File: src/rtl/tx_fifo_ctrl.sv
// Transmit FIFO and launch sequencer feeding tx_module.
// Bytes are queued from the host side and handed to tx_module one at a time
// using a start/busy handshake. An entry stays in the FIFO until its
// character has finished transmitting.
module tx_fifo_ctrl #(
  parameter int unsigned MAX_UART_DATA_W = 8,
  parameter int unsigned FIFO_DEPTH      = 16   // power of 2, >= 2
) (
  input  logic                            clk_i,
  input  logic                            rst_i,
  input  logic                            tx_en_i,
  input  logic                            wr_en_i,
  input  logic [MAX_UART_DATA_W-1:0]      wr_data_i,
  input  logic                            tx_busy_i,
  output logic                            tx_start_o,
  output logic [MAX_UART_DATA_W-1:0]      tx_data_o,
  output logic                            full_o,
  output logic                            empty_o,
  output logic [$clog2(FIFO_DEPTH):0]     level_o,
  output logic                            overflow_o
);

  localparam int unsigned AddrWidth = $clog2(FIFO_DEPTH);
  localparam int unsigned LvlW      = AddrWidth + 1;

  typedef enum logic [1:0] {
    ST_IDLE   = 2'd0,
    ST_REQ    = 2'd1,
    ST_ACTIVE = 2'd2,
    ST_POP    = 2'd3
  } state_e;

  state_e                     state_q, state_d;
  logic                       tx_start_q, tx_start_d;
  logic                       pop;
  logic                       push;

  logic [MAX_UART_DATA_W-1:0] mem_q [FIFO_DEPTH];
  logic [AddrWidth-1:0]       wr_ptr_q, wr_ptr_d;
  logic [AddrWidth-1:0]       rd_ptr_q, rd_ptr_d;
  logic [LvlW-1:0]            level_q, level_d;
  logic                       full_q, full_d;
  logic                       empty_q, empty_d;
  logic                       overflow_q, overflow_d;

  // Full is judged on the registered flag, so a push during a pop cycle
  // at full is still rejected.
  assign push = wr_en_i && !full_q;

  // FSM state register.
  always_ff @(posedge clk_i) begin
    if (rst_i) begin
      state_q <= ST_IDLE;
    end else begin
      state_q <= state_d;
    end
  end

  // FSM next-state logic: launch, wait for busy, wait for done, retire.
  always_comb begin
    state_d = state_q;
    unique case (state_q)
      ST_IDLE:   if (!empty_q && tx_en_i) state_d = ST_REQ;
      ST_REQ:    if (tx_busy_i)           state_d = ST_ACTIVE;
      ST_ACTIVE: if (!tx_busy_i)          state_d = ST_POP;
      ST_POP:                             state_d = ST_IDLE;
      default:                            state_d = ST_IDLE;
    endcase
  end

  // FSM outputs: start is registered so it is high exactly while in REQ.
  always_comb begin
    tx_start_d = (state_d == ST_REQ);
    pop        = (state_q == ST_POP);
  end

  // Pointer, level and flag next-state computation.
  always_comb begin
    wr_ptr_d   = wr_ptr_q;
    rd_ptr_d   = rd_ptr_q;
    if (push) wr_ptr_d = wr_ptr_q + AddrWidth'(1);
    if (pop)  rd_ptr_d = rd_ptr_q + AddrWidth'(1);
    level_d    = level_q + LvlW'(push) - LvlW'(pop);
    full_d     = (level_d == LvlW'(FIFO_DEPTH));
    empty_d    = (level_d == LvlW'(0));
    overflow_d = wr_en_i && full_q;
  end

  // Control registers; reset discards any queued data.
  always_ff @(posedge clk_i) begin
    if (rst_i) begin
      tx_start_q <= 1'b0;
      wr_ptr_q   <= '0;
      rd_ptr_q   <= '0;
      level_q    <= '0;
      full_q     <= 1'b0;
      empty_q    <= 1'b1;
      overflow_q <= 1'b0;
    end else begin
      tx_start_q <= tx_start_d;
      wr_ptr_q   <= wr_ptr_d;
      rd_ptr_q   <= rd_ptr_d;
      level_q    <= level_d;
      full_q     <= full_d;
      empty_q    <= empty_d;
      overflow_q <= overflow_d;
    end
  end

  // Storage array; contents need no reset since level gates their use.
  always_ff @(posedge clk_i) begin
    if (push) begin
      mem_q[wr_ptr_q] <= wr_data_i;
    end
  end

  // Head of FIFO; rd_ptr only moves in POP so data holds through the transfer.
  assign tx_data_o  = mem_q[rd_ptr_q];
  assign tx_start_o = tx_start_q;
  assign full_o     = full_q;
  assign empty_o    = empty_q;
  assign level_o    = level_q;
  assign overflow_o = overflow_q;

endmodule

File: config.mk
export PLATFORM = sky130hd
export DESIGN_NAME = tx_fifo_ctrl
export DESIGN_NICKNAME = d
export VERILOG_FILES = /design/src/rtl/tx_fifo_ctrl.sv
export SDC_FILE = /design/constraint.sdc
export NUM_CORES = 1
export LEC_CHECK = 0
export CAP_MARGIN = 20
export CORE_MARGIN = 8
export CORE_UTILIZATION = 59
export DETAILED_ROUTE_END_ITERATION = 8
export GPL_TIMING_DRIVEN = 1
export HOLD_SLACK_MARGIN = 0.15
export PLACE_DENSITY_LB_ADDON = 0.25
export RECOVER_POWER = 100
export SLEW_MARGIN = 20
export SYNTH_ARGS = -nofsm -noshare
export SYNTH_HDL_FRONTEND = slang
export SYNTH_SLANG_ARGS = --single-unit
File: constraint.sdc
create_clock -name clk_i -period 3.2 [get_ports clk_i]
set_input_delay 0.48 -clock clk_i [delete_from_list [all_inputs] [get_ports clk_i]]
set_output_delay 0.48 -clock clk_i [all_outputs]
set_load 0.005 [all_outputs]
==> flow_metrics.py <==
metrics = {
    "global_routing": {
        "grt_pass1_vias": 3223,
        "grt_pass1_wl_mm": 18.0,
        "grt-ovfl-total": 0,
        "antenna_found_initial": 1,
        "groute.usage.overall_pct": 19.1,
        "grt_start_max_net_pins": 33,
    },
    "timing": {
        "max_slew_margin_pct": 46.6,
        "hold_viol": 0,
        "skew_ps": 13.8,
        "setup-tns-final_ps": 0,
        "timing.fmax_ghz": 0.325,
        "report.final.slew_viol_count": 0,
        "setup-violations-final": 0,
        "tightest_slew_ps": 798,
        "fin_crit_ps": 3070,
        "fin_crit_sh_pct": 96.1,
        "rsz0062_at_grt": "false",
    },
    "logic_synthesis": {
        "synth-main-ff-cell": "edfxtp_1",
        "syn_inst": 325,
        "avgSynthCellArea_um2": 18.3,
        "syn_nets": 348,
        "yosysSeqAreaShare_pct": 72.4,
        "synthesis.area_um2": 5950,
        "async_flop_share_pct": 0,
        "ys_types": 35,
        "ys_ff_latch": 151,
        "synth_edf_count": 128,
        "ys_warn_count": 0,
    },
    "route": {
        "dr.pass1.iters": 5,
        "ant_nets": 0,
        "totalWireLength_mm": 11.6,
        "vias": 3084,
        "dr.first_iter.drc_count": 240,
        "post_drt_wl_per_cell_um": 22.0,
        "routed_via_density": 5.85,
        "route.detailed.drc": 0,
    },
    "placement": {
        "io_buffers": 29,
        "gp_congestion": 0.752,
        "dp.final_hpwl_mm": 6.93,
        "placed_cell_area_um2": 6470,
    },
    "critical_path": {
        "crit_fanout": 18,
        "cp-start-kind": "flop",
        "cp.arrival_ps": 2590,
        "cp.required_ps": 2720,
        "crit_path_end_kind": "primary output",
        "crit_type": "flop to primary output",
        "ff2ff_path_depth": 10,
    },
    "run_status": {
        "status": "finished clean",
    },
    "run": {
        "maxCapViolations": 0,
    },
    "die": {
        "die_y_um": 116,
        "die_x_um": 116,
        "die-area_um2": 13500,
        "rows": 36,
        "io_pins": 30,
        "initial_utilization_pct": 60.8,
        "coreArea_um2": 9770,
    },
    "finish": {
        "diodes": 0,
        "areaGrowthSynthToFinish_pct": 18.1,
        "stdcell_area_um2": 7020,
        "drive_gt1_share_pct": 14.2,
        "finalNetCount": 404,
    },
    "clocking": {
        "h-tree-depth": 4,
        "cts_hold_buf": 0,
        "clkLatencyLatePin_ps": 540,
        "clock_sinks": 151,
        "cts_made_buffers": 17,
        "cts_tree": "built",
        "path_clk_slew_ps": 60,
        "cts_buffer_depth": 2,
        "root_buffer": "clkbuf_8",
    },
    "hold_path": {
        "min_path_type": "flop to flop",
        "whs_path_depth": 2,
    },
    "power_and_ir_drop": {
        "ir_drop_mv": 0.390,
        "p_leak_nw": 2.36,
        "p_per_area_nw_per_um2": 706,
    },
}
==> synthesized netlist by cell type, types with 3 or more instances <==
master	number	area share [%]
mux4_2	18	6.8
edfxtp_1	128	65
mux4_1	14	6.2
nor2_1	30	1.9
xnor2_1	3	0.44
buf_2	3	0.25
nand2b_1	4	0.42
a21oi_1	7	0.59
inv_1	8	0.50
nand2_1	19	1.2
nor2b_1	4	0.42
dfxtp_1	23	7.7
buf_6	3	0.57
clkdlybuf4s25_2	3	0.50
ha_1	9	1.9
nor3_1	4	0.34
xor2_1	6	0.88
clkbuf_1	5	0.32
a22oi_1	16	2.0
nand3_1	3	0.25
==> per-stage QoR <==
| stage | total power, mW | setup WS (ps) | util, % | hold WS [ps] | instances |
|---|---|---|---|---|---|
| final | 4.95 | 125 | 71.8 | 511 | 527 |
| after global routing | 5.15 | 46.2 | 71.8 | 538 | 527 |
| after CTS | 5.03 | 60.0 | 72.3 | 515 | 525 |
| after detailed placement | 3.01 | 331 | 66.2 | 503 | 493 |
| after global placement | 2.99 | 433 | 66.2 | 476 | 493 |
| after floorplan | 2.72 | 733 | - | 459 | 325 |
==> layout by cell type (no fill, tap or decap), drive strengths merged, types with 2 or more instances in the layout <==
cell type        n
bufinv           4
mux4            32
nand3            3
a21oi            7
edfxtp         128
clkinv           5
dlygate4sd3     21
dfxtp           23
xor2             6
inv             10
nand2b           4
nor2            30
nand2           19
xnor2            3
buf              6
clkbuf          36
a22oi           16
clkinvlp         2
nor2b            4
ha               9
nor3             4
clkdlybuf4s50    8
==> flip-flops by register name (all words and copies together) (netlist names), named ones only <==
signal	cells
tx_start_o	1
level_o	5
full_o	1
overflow_o	1
empty_o	1
wr_ptr_q	4
mem_q	128
state_q	2
rd_ptr_q	4
==> final timing paths <==
kind                     from           end  slack, ps
setup / recovery         flop  tx_data_o[0]        130
hold / removal    rd_ptr_q[3]   rd_ptr_q[3]        510
setup reg to reg   state_q[0]       empty_o        720
hold reg to reg   rd_ptr_q[3]   rd_ptr_q[3]        510
==> repair_timing <==
action	4_1_cts	5_1_grt
setup buffers	0	2
cloned	0	0
resized for setup	1	0
setup endpoints to repair	4	1
==> metal layers <==
metal | global-route usage [%] | part of all wire, % | vias to the layer above
li1 | - | - | 1394
met1 | 24.4 | 43 | 1545
met2 | 29.7 | 49 | 121
met3 | 6.10 | 6.9 | 22
met4 | 7.78 | 2.0 | 2
met5 | 0 | 0.10 | -
==> power breakdown <==
part	internal (mW)	switching (mW)
registers	2.25	0.0601
clock network	1.26	0.754
logic	0.297	0.326
==> worst max-delay path: stages (launching register included) <==
cell and delay [ps]:
dfxtp_4 380, buf_12 190, mux4_1 600, a22oi_1 210
nand2_1 90, dlygate4sd3_1 590
==> cell families (layout without fill, tap and decap cells) <==
kind of cell | count (synthesis) | count (layout) | synth area share (%)
compound gates | 26 | 26 | 2.99
xor+xnor | 9 | 9 | 1.33
fa+ha+maj | 10 | 10 | 2.23
buf+inv | 23 | 92 | 2.27
flops | 151 | 151 | 72.4
mux | 33 | 33 | 13.2
simple gates | 73 | 73 | 5.62
==> layout make-up <==
type | instances | area, um2
Tap cell | 133 | 166
Clock inverter | 13 | 176
Fill cell | 600 | 2750
Sequential cell | 151 | 4310
Multi-Input combinational cell | 151 | 1510
Inverter | 8 | 30.0
Clock buffer | 19 | 422
Timing Repair Buffer | 52 | 412
Power figures use the tool's default switching activity.
